### src/rtl/imm_extend_queue.sv
// imm_extend_queue: decode-stage immediate generator feeding a DEPTH-entry FIFO
//   clk, rst (async, active-high), flush (sync clear of queued entries)
//   in_valid/in_ready + instr/imm_src : upstream push side
//   out_valid/out_ready + imm_ext/imm_err : downstream pop side (head entry)
//   count : occupied entries
module imm_extend_queue #(
   parameter int XLEN  = 32,
   parameter int DEPTH = 4
) (
   input  logic                         clk,
   input  logic                         rst,
   input  logic                         flush,
   input  logic                         in_valid,
   output logic                         in_ready,
   input  logic [31:0]                  instr,
   input  logic [2:0]                   imm_src,
   output logic                         out_valid,
   input  logic                         out_ready,
   output logic [XLEN-1:0]              imm_ext,
   output logic                         imm_err,
   output logic [$clog2(DEPTH+1)-1:0]   count
);
   localparam int aw = $clog2(DEPTH);
   localparam int cw = $clog2(DEPTH+1);
   logic [63:0]     wide;
   logic            err_in;
   logic [XLEN-1:0] mem [DEPTH];
   logic [DEPTH-1:0] err_mem;
   logic [aw-1:0]   wptr, rptr;
   logic            push, pop;
   // every format is built at 64 bits and truncated, so XLEN=32 and 64 share one path
   always_comb begin
      wide = imm_src == 3'd0 ? {{52{instr[31]}}, instr[31:20]} :
             imm_src == 3'd1 ? {{52{instr[31]}}, instr[31:25], instr[11:7]} :
             imm_src == 3'd2 ? {{52{instr[31]}}, instr[7], instr[30:25], instr[11:8], 1'b0} :
             imm_src == 3'd3 ? {{44{instr[31]}}, instr[19:12], instr[20], instr[30:21], 1'b0} :
             imm_src == 3'd4 ? {{32{instr[31]}}, instr[31:12], 12'h000} :
             imm_src == 3'd5 ? {59'd0, instr[19:15]} :
             imm_src == 3'd6 ? {58'd0, instr[25:20]} : 64'd0;
      err_in = imm_src == 3'b111;
   end
   assign in_ready  = count != cw'(DEPTH);
   assign out_valid = count != '0;
   assign push      = in_valid && in_ready;
   assign pop       = out_valid && out_ready;
   assign imm_ext   = out_valid ? mem[rptr] : '0;
   assign imm_err   = out_valid && err_mem[rptr];
   always_ff @(posedge clk or posedge rst) begin
      if (rst) begin
         wptr  <= '0;
         rptr  <= '0;
         count <= '0;
      end else if (flush) begin
         wptr  <= '0;
         rptr  <= '0;
         count <= '0;
      end else begin
         wptr  <= push ? wptr + aw'(1) : wptr;
         rptr  <= pop ? rptr + aw'(1) : rptr;
         count <= count + cw'(push) - cw'(pop);
      end
   end
   // payload storage needs no reset: it is masked whenever the queue is empty
   always_ff @(posedge clk) begin
      if (push && !flush) begin
         mem[wptr]     <= wide[XLEN-1:0];
         err_mem[wptr] <= err_in;
      end
   end
endmodule
### config.mk
export PLATFORM = sky130hd
export DESIGN_NAME = imm_extend_queue
export DESIGN_NICKNAME = d
export VERILOG_FILES = /design/src/rtl/imm_extend_queue.sv
export SDC_FILE = /design/constraint.sdc
export NUM_CORES = 1
export LEC_CHECK = 0
export ABC_AREA = 1
export CORE_MARGIN = 5
export CORE_UTILIZATION = 59
export CTS_CLUSTER_SIZE = 20
export DETAILED_ROUTE_END_ITERATION = 8
export GPL_ROUTABILITY_DRIVEN = 0
export PLACE_DENSITY = 0.84
export RECOVER_POWER = 100
export SLEW_MARGIN = 10
export SYNTH_ARGS = -nofsm -noshare
export SYNTH_HDL_FRONTEND = slang
export SYNTH_SLANG_ARGS = --single-unit
### constraint.sdc
create_clock -name clk -period 8.3 [get_ports clk]
set_clock_uncertainty 0.2 [all_clocks]
set_input_delay 0.83 -clock clk [delete_from_list [all_inputs] [get_ports clk]]
set_output_delay 0.83 -clock clk [all_outputs]
set_load 0.05 [all_outputs]
# Word-level counts from Yosys, hierarchy flattened
# Memory sizes are Yosys's and may differ from the RTL's.
# Cells that the tools add are included.
[word_totals] regBits=11 ram_bits=128 inputBits=40 output_inout_bits=38 word_cells=50 n_memories=1
[op_classes] n_addsub=4 order_cmp=3 eq_ne=8 n_mux=20 n_reduce_logical=10
[memory_table] memory="mem" depth=4 width=32 read_ports=1 rd_clocked_by_memory_dff=0 write_ports=1 line_no="27" text="logic [XLEN-1:0] mem [DEPTH];"
[ops] operator="$mux 32" n=6
[ops] operator="$eq 3x3->1 const B" n=4
[ops] operator="$mux 6" n=2
[ops] operator="$mux 2" n=4
[ops] operator="$eq 3x2->1 const B" n=2
[ops] operator="$lt 2x3->1 const B" n=2
[ops] operator="$logic_and 1x1->1" n=5
[ops] operator="$add 2x1->2 const B" n=2
[ops] operator="$bwmux 4" n=1
[ops] operator="$mux 1" n=4
[ops] operator="$reduce_bool 2->1" n=2
[ops] operator="$add 3x1->3" n=1
[ops] operator="$eq 3x1->1 const B" n=1
[ops] operator="$logic_not 3->1" n=1
[ops] operator="$mux 3" n=1
[ops] operator="$ne 3x3->1 const B" n=1
[ops] operator="$reduce_bool 3->1" n=1
[ops] operator="$sub 3x1->3" n=1
[ops] operator="$bmux 1 s2" n=1
[ops] operator="$demux 1 s2" n=1
[ops] operator="$ge 2x1->1 const B" n=1
[ops] operator="$logic_not 1->1" n=1

# Depth between registers and ports, before layout
# Gate-level depths: netlist (run 1).
[logic_depth] word_depth=8 mapped_depth=11 mapped_depth_nobuf=11

# Least setup slack after synthesis (run 1)
# OpenSTA, ideal clock, no wires.
[synth_timing] path_type="register to register" from="reg count[1]" to="reg err_mem[0], enable pin" setup_time_ns=0.423 t_arrival_ns=2.895 required_time_ns=7.677 slack_ns=4.782 stages_incl_launch_ff=5 n_path_buf=0 synth_period_minus_slack_ns=3.518 cell_sequence="dfrtp_1 -> nor2_1 -> nand2_1 -> nand3_1 -> nor2_1"
[synth_via] elab_chain_cells=3
[synth_lines] item="from (decl)" line_no="21" text="output logic [$clog2(DEPTH+1)-1:0] count"
[synth_lines] item="from (signal assigned)" line_no="60" text="count <= count + cw'(push) - cw'(pop);"
[synth_lines] item="$ne 3x3->1" line_no="42" text="assign in_ready = count != cw'(DEPTH);"
[synth_lines] item="via in_ready" line_no="14" text="output logic in_ready,"
[synth_lines] item="$logic_and 1x1->1" line_no="44" text="assign push = in_valid && in_ready;"
[synth_lines] item="$logic_and 1x1->1" line_no="65" text="if (push && !flush) begin"
[synth_lines] item="to (signal, indexed assignment)" line_no="67" text="err_mem[wptr] <= err_in;"
[synth_lines] item="to (decl)" line_no="28" text="logic [DEPTH-1:0] err_mem;"
# The timed path passes the listed nets, and every way through them passes these cells.
# A chain may end at the register's enable or synchronous reset.

# Final worst setup path (run 1)
[layout_timing] from="reg rptr[1]" to="out imm_ext[2]"
[layout_via] elab_chain_cells=2
[layout_lines] item="from (decl)" line_no="29" text="logic [aw-1:0] wptr, rptr;"
[layout_lines] item="from (signal assigned)" line_no="59" text="rptr <= pop ? rptr + aw'(1) : rptr;"
[layout_lines] item="$mem_v2 4x32"
[layout_lines] item="$mux 32" line_no="46" text="assign imm_ext = out_valid ? mem[rptr] : '0;"
[layout_lines] item="to (decl)" line_no="19" text="output logic [XLEN-1:0] imm_ext,"
# No other way between the ends.

==> results.yml, run 1 <==
sta:
  period_needed_ns: 4.629
  hold_viol: 0
  setup_tns_ns: 0
  max_freq_mhz: 216.0
  rsz0062_at_grt: "no"
  tightest_slew_ns: 2.202
  fin_crit_sh_pct: 55.77
  setup_violations: 0
  slew_viol_final: 136
  slew_headroom_pct: -46.79
  setup_ws_ns: 3.671
cts:
  clk_pin_slew_ns: 0.06
  cts_tree: "yes"
  max-clock-path-buffers: 2
  postCtsSetupBuffers: 0
  worst_skew_pair.late_latency_ns: 0.52
  cts.sinks: 139
  h-tree-depth: 4
  cts_root_buf: "clkbuf_8"
  cts_buffers: 17
  ctsHoldBuffers: 0
  ctsResizeCount: 0
synth:
  ys.warnings.count: 0
  synth_cells: 547
  ys_ff_latch: 139
  ys_seq_area_share_pct: 68.22
  syn_nets: 594
  syn_area_per_cell_um2: 11.09
  synth_area_um2: 6067
  synth.distinct_cells: 29
placement:
  hpwl_um: 8364
  place_ws_ns: 4.557
  post-place-cells: 733
  port_buffers: 70
global_routing:
  grt_overflow_total: 0
  antenna_found_initial: 1
  grt_max_degree: 69
  track_usage_pct: 24.78
  grt_pass1_wl_um: 23530
  grt_pass1_vias: 4518
status:
  status: "finished, violations left"
  failed_checks: "max-capacitance violations, max-slew violations"
power:
  p_per_area_nw_per_um2: 359.3
  leakagePower_nw: 2.810
  vdd_drop_max_mv: 0.1907
drt:
  drt-pass1-iter-count: 7
  drcViolationCount: 0
  vias: 4538
  wl_per_cell_um: 19.61
  drt-total-wl_um: 15000
  viasPerCell: 5.932
  ant_nets: 0
  drt_iter0_drc: 691
setup_path:
  critPathLaunchType: "flip-flop"
  ff2ff_setup_slack_ns: 5.05
  cp.arrival_ns: 3.60
  cp_data_required_time_ns: 7.27
  crit_type: "reg2out"
  crit_path_end_kind: "primary output"
  cp_max_fo: 35
finish:
  diodes: 0
  instances_no_fill: 765
  drive_gt1_share_pct: 7.472
  area_growth_pct: 21.84
  nNetsFinal: 663
flow_run:
  drv_cap: 4
floorplan:
  row_count: 37
  dieWidth_um: 111.4
  dieHeight_um: 111.4
  start_util_pct: 59.57
  ios: 78
  fp.coreArea_um2: 10180
  dieArea_um2: 12410
worst_hold_path:
  hold_path_class: "reg2reg"
critical path, cell delays in order (launching register included):
cell	delay (ns)
dfrtp_1	0.33
buf_4	0.41
inv_1	0.69
nor2_1	0.26
o21ai_1	0.09
a21oi_1	0.34
dlygate4sd3_1	0.93
Yosys cell counts:
cell type  instances  share of area, %
buf_2             11              0.91
nand2_1           50               3.1
buf_6              4              0.74
edfxtp_1         132                65
nor2_4             1              0.19
a41o_1             1              0.16
nand4_1            4              0.41
nor2_2             1              0.10
nand3_1           14               1.2
buf_8              1              0.25
inv_1             28               1.7
dfrtp_1            7               2.9
nand2_2            1              0.10
nand3_2            5              0.82
nand2_4            1              0.19
nor3_2             1              0.16
xnor2_1            1              0.14
inv_2              4              0.25
inv_4              1              0.10
o21ai_0           44               3.6
xor2_1             2              0.29
o21ai_1           32               2.6
fa_1               1              0.33
clkbuf_1           3              0.19
a21oi_1           35               2.9
buf_4              6              0.74
ha_1               6               1.2
nor2_1           148               9.2
clkbuf_2           2              0.16
final timing paths:
path	start	endpoint	depth (start not counted)
hold reg to reg	wptr[0]	wptr[0]	1
hold / removal	wptr[0]	wptr[0]	1
setup reg to reg	count[1]	mem[2][3]	5
min in group asynchronous	rst	count[1]	2
max in group asynchronous	rst	rptr[0]	2
setup / recovery	rptr[1]	imm_ext[2]	6
metrics by stage:
step	hold slack (ns)	util, %	cell area [um2]	total power [mW]
final	0.3958	72.58	7392	2.656
after global routing	0.4451	72.58	7392	2.756
after detailed placement	0.3862	66.97	6820	1.929
after floorplan	0.3158	-	6067	1.605
after CTS	0.3238	72.97	7432	2.709
after global placement	0.3444	66.97	6820	1.906
power by group:
group	internal (mW)	leakage, nW	switching (mW)	total (mW)
registers	0.825	1.31	0.0198	0.844
clock network	0.488	0.296	0.287	0.775
logic	0.267	1.21	0.769	1.04
cell type report:
| cell class | instances | area, um2 |
|---|---|---|
| Inverter | 33 | 126.4 |
| Multi-Input combinational cell | 348 | 1605 |
| Sequential cell | 139 | 4140 |
| Clock inverter | 15 | 197.7 |
| Timing Repair Buffer | 77 | 738.2 |
| Fill cell | 657 | 2793 |
| Clock buffer | 17 | 414.1 |
| Tap cell | 136 | 170.2 |
placed cells by master, fill, tap and decap left out, drive strengths merged:
master / instances
a21oi: 35
edfxtp: 132
nand3: 19
xor2: 2
clkdlybuf4s50: 29
bufinv: 4
clkbuf: 21
fa: 1
a41o: 1
nor2: 150
ha: 6
buf: 3
clkinv: 7
nor3: 1
dlygate4sd3: 41
nand2: 52
inv: 35
xnor2: 1
clkinvlp: 2
nand4: 4
o21ai: 76
dfrtp: 7
routing by layer:
metal  part of all wire [%]  up-vias  global-route usage [%]
li1                       -     2023                       -
met1                     35     2142                   30.48
met2                     51      329                   40.89
met4                    2.9        0                   11.84
met5                      0        -                       0
met3                     11       44                   6.793
flip-flops by register name, summed over array words and instances (netlist names):
signal   cells
mem        128
err_mem      4
count        3
rptr         2
wptr         2
logic make-up (layout without fill, tap and decap cells):
logic type | count (synthesis) | in the layout | synth area share [%]
compound gates | 112 | 112 | 9.321
xor+xnor | 3 | 3 | 0.4332
fa+ha+maj | 7 | 7 | 1.567
buf+inv | 60 | 142 | 5.073
flops | 139 | 139 | 68.22
simple gates | 226 | 226 | 15.38
Power figures use the tool's default switching activity.
==> run 2: changes to the inputs <==
--- a/config.mk
+++ b/config.mk
@@ -7,11 +7,11 @@
 export LEC_CHECK = 0
 export ABC_AREA = 1
 export CORE_MARGIN = 5
-export CORE_UTILIZATION = 59
+export CORE_UTILIZATION = 50
 export CTS_CLUSTER_SIZE = 20
 export DETAILED_ROUTE_END_ITERATION = 8
 export GPL_ROUTABILITY_DRIVEN = 0
-export PLACE_DENSITY = 0.84
+export PLACE_DENSITY = 0.76
 export RECOVER_POWER = 100
 export SLEW_MARGIN = 10
 export SYNTH_ARGS = -nofsm -noshare
==> constraint.sdc (replaced) <==
create_clock -name clk -period 3.8 [get_ports clk]
set_clock_uncertainty 0.2 [all_clocks]
set_input_delay 0.38 -clock clk [delete_from_list [all_inputs] [get_ports clk]]
set_output_delay 0.38 -clock clk [all_outputs]
set_load 0.05 [all_outputs]
==> run 2 against run 1 <==
Against the previous run: the run now ends clean; combinational power is 110% higher; clock power is 120% higher; largest cell class unchanged; via count is 4.6% lower; highest routed layer unchanged; cell area is 0.20% higher.
==> results.yml, run 2 (synthesized netlist as in run 1, its figures left out) <==
cts:
  max-clock-path-buffers: 2
  h-tree-depth: 4
  clk_pin_slew_ns: 0.05
  cts_buffers: 17
  ctsHoldBuffers: 1
  worst_skew_pair.late_latency_ns: 0.41
  cts.sinks: 139
  ctsResizeCount: 0
  cts_root_buf: "clkbuf_16"
  postCtsSetupBuffers: 0
  cts_tree: "yes"
global_routing:
  grt_max_degree: 69
  grt_pass1_wl_um: 22860
  grt_pass1_vias: 4471
  track_usage_pct: 20.98
  antenna_found_initial: 0
  grt_overflow_total: 0
sta:
  setup_tns_ns: 0
  hold_slack_ns: 0.3573
  rsz0062_at_grt: "no"
  hold_viol: 0
  setup_ws_ns: 0.2769
  max_freq_mhz: 283.8
  setup_violations: 0
  slew_headroom_pct: 30.11
  fin_crit_sh_pct: 92.71
  tightest_slew_ns: 1.048
  period_needed_ns: 3.523
  slew_viol_final: 0
finish:
  largest_register: "mem"
  stdcell_area_um2: 7407
  largest_register_ff_count: 128
  nNetsFinal: 666
  largestRegisters: "mem x128, err_mem x4, count x3"
  final_cell_mix: "145 x nor2_1, 132 x edfxtp_1, 50 x nand2_1, 45 x o21ai_0, 37 x dlygate4sd3_1"
  area_growth_pct: 22.09
  drive_gt1_share_pct: 7.911
  finish.utilization_pct: 61.92
  layout_commonest_cell: "nor2_1"
  n_fill_cell: 921
  instances_no_fill: 779
  diodes: 0
floorplan:
  fp.coreArea_um2: 11960
  dieWidth_um: 120.2
  ios: 78
  start_util_pct: 50.72
  row_count: 40
  dieArea_um2: 14440
  dieHeight_um: 120.2
power:
  leakagePower_nw: 2.819
  design_power_total_mw: 5.779
  p_per_area_nw_per_um2: 780.2
  vdd_drop_max_mv: 0.3746
drt:
  vias: 4328
  viasPerCell: 5.556
  ant_nets: 0
  wl_per_cell_um: 18.77
  drcViolationCount: 0
  drt-pass1-iter-count: 5
  drt_iter0_drc: 493
  drt-total-wl_um: 14620
setup_path:
  r2r-start: "count[1]"
  ff2ff_setup_slack_ns: 1.00
  cp_max_fo: 25
  cp_data_required_time_ns: 3.22
  crit_type: "reg2out"
  reg2reg_to: "mem[2][6]"
  cp.arrival_ns: 2.94
  timing.reg2reg.worst_path_depth: 5
  crit_path_end_kind: "primary output"
  critPathLaunchType: "flip-flop"
worst_hold_path:
  hold_path_class: "reg2reg"
  holdCritStartpoint: "wptr[0]"
  hold_path_end: "wptr[0]"
  whs_path_depth: 1
placement:
  port_buffers: 70
  hpwl_um: 8595
  place_ws_ns: 0.7828
  placed_cell_area_um2: 6852
  post-place-cells: 746
flow_run:
  drv_cap: 0
status:
  status: "complete, no violations"
-- run 2: cell count changes in the layout (fill, tap and decap cells not counted), sizes merged --
cell,before,now
inv,35,33
clkinv,7,8
buf,3,6
dlygate4sd3,41,37
clkbuf,21,25
clkdlybuf4s50,29,30
-- run 2: worst max path at each step --
stage / start / endpoint / slack, ns / cells past startpoint
final: rptr[0] / imm_ext[9] / 0.28 / 6
after CTS: rptr[0] / imm_ext[1] / 0.33 / 4
after floorplan: count[1] / err_mem[0] / 0.28 / 4
after global placement: rptr[0] / imm_ext[1] / 0.78 / 4
after detailed placement: rptr[0] / imm_ext[9] / 0.78 / 4
after global routing: rptr[0] / imm_ext[0] / 0.14 / 4
-- run 2: area by class of cell --
class,count,area [um2],area share (%)
Tap cell,147,183.9,2.483
Sequential cell,139,4140,55.90
Multi-Input combinational cell,348,1603,21.64
Clock buffer,18,429.2,5.794
Inverter,33,126.4,1.706
Clock inverter,14,177.7,2.399
Timing Repair Buffer,80,747.0,10.08
-- run 2: per-layer routing --
layer	vias to the layer above	part of all wire, %	global-route usage [%]
met3	36	9.5	6.927
met2	234	51	35.16
met4	0	2.4	8.304
li1	2025	-	-
met1	2033	38	25.05
met5	-	0	0
-- run 2: critical path, stage by stage (launching register included) --
cell and delay [ns]:
dfrtp_2 0.64, buf_4 0.38, nor2_1 0.10, nor2_1 0.13, o21ai_0 0.10, a21oi_1 0.26
dlygate4sd3_1 0.91
-- run 2: power by group --
part           total, mW  internal (mW)  switching [mW]
logic               2.22          0.571            1.65
clock network       1.69           1.09           0.603
registers           1.87           1.80          0.0714
==> run 3: changes to the inputs <==
--- a/config.mk
+++ b/config.mk
@@ -6,7 +6,8 @@
 export NUM_CORES = 1
 export LEC_CHECK = 0
 export ABC_AREA = 1
-export CORE_MARGIN = 5
+export CORE_ASPECT_RATIO = 1.1
+export CORE_MARGIN = 1.5
 export CORE_UTILIZATION = 50
 export CTS_CLUSTER_SIZE = 20
 export DETAILED_ROUTE_END_ITERATION = 8
==> run 3 against run 2 <==
Against the previous run: clock power fell by 12%; critical path type unchanged; worst setup slack got worse by 0.037 ns; maximum frequency decreased by 1.0%; flip-flop and latch count is the same; cell area fell by 0.57%; wire length decreased by 4.5%; critical endpoint is now imm_ext[4]; combinational power about the same.
==> results.yml, run 3 (synthesized netlist as in run 1, its figures left out) <==
finish:
  largestRegisters: "mem x128, err_mem x4, count x3"
  largest_register: "mem"
  nNetsFinal: 670
  diodes: 0
  drive_gt1_share_pct: 8.491
  n_fill_cell: 922
  finish.utilization_pct: 61.74
  final_cell_mix: "146 x nor2_1, 132 x edfxtp_1, 50 x nand2_1, 45 x o21ai_0, 35 x a21oi_1"
  largest_register_ff_count: 128
  area_growth_pct: 21.39
  layout_commonest_cell: "nor2_1"
power:
  design_power_total_mw: 5.589
  netSwitchingPower_mw: 2.356
  internal-power_mw: 3.233
  p_per_area_nw_per_um2: 759.0
  leakagePower_nw: 2.780
  vdd_drop_max_mv: 0.4286
  p_clk_share_pct: 26.5
  p_comb_share_pct: 40.0
  seqPwrFrac_pct: 33.5
  switching_share_pct: 42.15
worst_hold_path:
  hold_path_class: "in2async"
floorplan:
  dieWidth_um: 108.0
  ios: 78
  start_util_pct: 50.86
  fp.coreArea_um2: 11930
  row_count: 42
  dieHeight_um: 118.5
  dieArea_um2: 12800
setup_path:
  ff2ff_setup_slack_ns: 1.07
  crit_path_end_kind: "primary output"
  cp_max_fo: 20
  reg2reg_to: "mem[3][30]"
  timing.reg2reg.worst_path_depth: 5
  crit_type: "reg2out"
  r2r-start: "count[1]"
  critPathLaunchType: "flip-flop"
  cp.arrival_ns: 2.98
  cp_data_required_time_ns: 3.22
cts:
  cts_buffers: 17
  cts.sinks: 139
  ctsHoldBuffers: 0
  postCtsSetupBuffers: 0
  cts_tree: "yes"
  clk_pin_slew_ns: 0.06
  h-tree-depth: 4
  max-clock-path-buffers: 2
  worst_skew_pair.late_latency_ns: 0.41
  cts_root_buf: "clkbuf_16"
  ctsResizeCount: 0
global_routing:
  antenna_found_initial: 0
  globalRouteMet1Util_pct: 29.84
  grt_pass1_wl_um: 21550
  grt_overflow_total: 0
  grt_max_degree: 38
  grt_use_met3_pct: 3.751
  grt_use_met2_pct: 37.50
  track_usage_pct: 22.68
  grt_pass1_vias: 4133
  top_usage_layer: "met2"
sta:
  setup_violations: 0
  slew_headroom_pct: 1.147
  slew_viol_final: 0
  hold_viol: 0
  fin_crit_sh_pct: 93.70
  max_freq_mhz: 280.9
  rsz0062_at_grt: "no"
  period_needed_ns: 3.560
  tightest_slew_ns: 1.483
  setup_tns_ns: 0
  setup_ws_ns: 0.2396
drt:
  wl_per_cell_um: 17.68
  viasPerCell: 5.466
  ant_nets: 0
  drcViolationCount: 0
  drt_iter0_drc: 332
  vias: 4318
  drt-total-wl_um: 13970
  drt-pass1-iter-count: 5
placement:
  port_buffers: 70
  hpwl_um: 8793
  place_ws_ns: 0.7304
status:
  status: "complete, no violations"
flow_run:
  drv_cap: 0
==> run 3: cell type report <==
cell class | count | area, um2 | area share, %
clock buffer | 17 | 425.4 | 5.776
timing repair buffer | 84 | 765.7 | 10.40
tap | 154 | 192.7 | 2.616
sequential | 139 | 4140 | 56.22
clock inverter | 15 | 118.9 | 1.614
multi-input combinational | 348 | 1595 | 21.66
inverter | 33 | 126.4 | 1.716
==> run 3: worst max path at each step <==
| stage | startpoint | to | slack, ns | cells past startpoint |
|---|---|---|---|---|
| floorplan | count[1] | err_mem[0] | 0.28 | 4 |
| global placement | rptr[0] | imm_ext[1] | 0.70 | 6 |
| detailed placement | rptr[0] | imm_ext[1] | 0.73 | 6 |
| CTS | rptr[0] | imm_ext[20] | 0.26 | 6 |
| global route | rptr[0] | imm_ext[1] | 0.09 | 6 |
| finish | rptr[1] | imm_ext[4] | 0.24 | 7 |
==> run 3: power groups by stage <==
stage	clock network [mW]	logic (mW)	registers [mW]
CTS	1.50	2.36	1.87
finish	1.48	2.24	1.87
detailed placement	0	2.35	1.90
global route	1.57	2.38	1.88
floorplan	0	1.60	1.91
global placement	0	2.31	1.89
==> run 3: layer usage <==
layer	vias up	part of all wire, %
met5	-	0
met4	0	2.0
met3	20	6.3
met2	174	51
met1	2086	41
li1	2038	-
==> run 3: critical path, cell delays in order (launching register included) <==
cell and delay, ns:
dfrtp_1 0.33, buf_4 0.21, inv_1 0.38, buf_4 0.36, nor2_1 0.11, o21ai_1 0.07
a21oi_1 0.19, dlygate4sd3_1 0.91
==> run 3: metrics by stage <==
step | hold slack [ns] | area (um2) | std cells
3_3_place_gp | 0.3469 | 6890 | 758
3_5_place_dp | 0.3704 | 6890 | 758
6_report | 0.1490 | 7365 | 790
2_1_floorplan | -0.01660 | 6067 | 547
4_1_cts | 0.0003514 | 7435 | 790
5_1_grt | 0.1746 | 7365 | 790
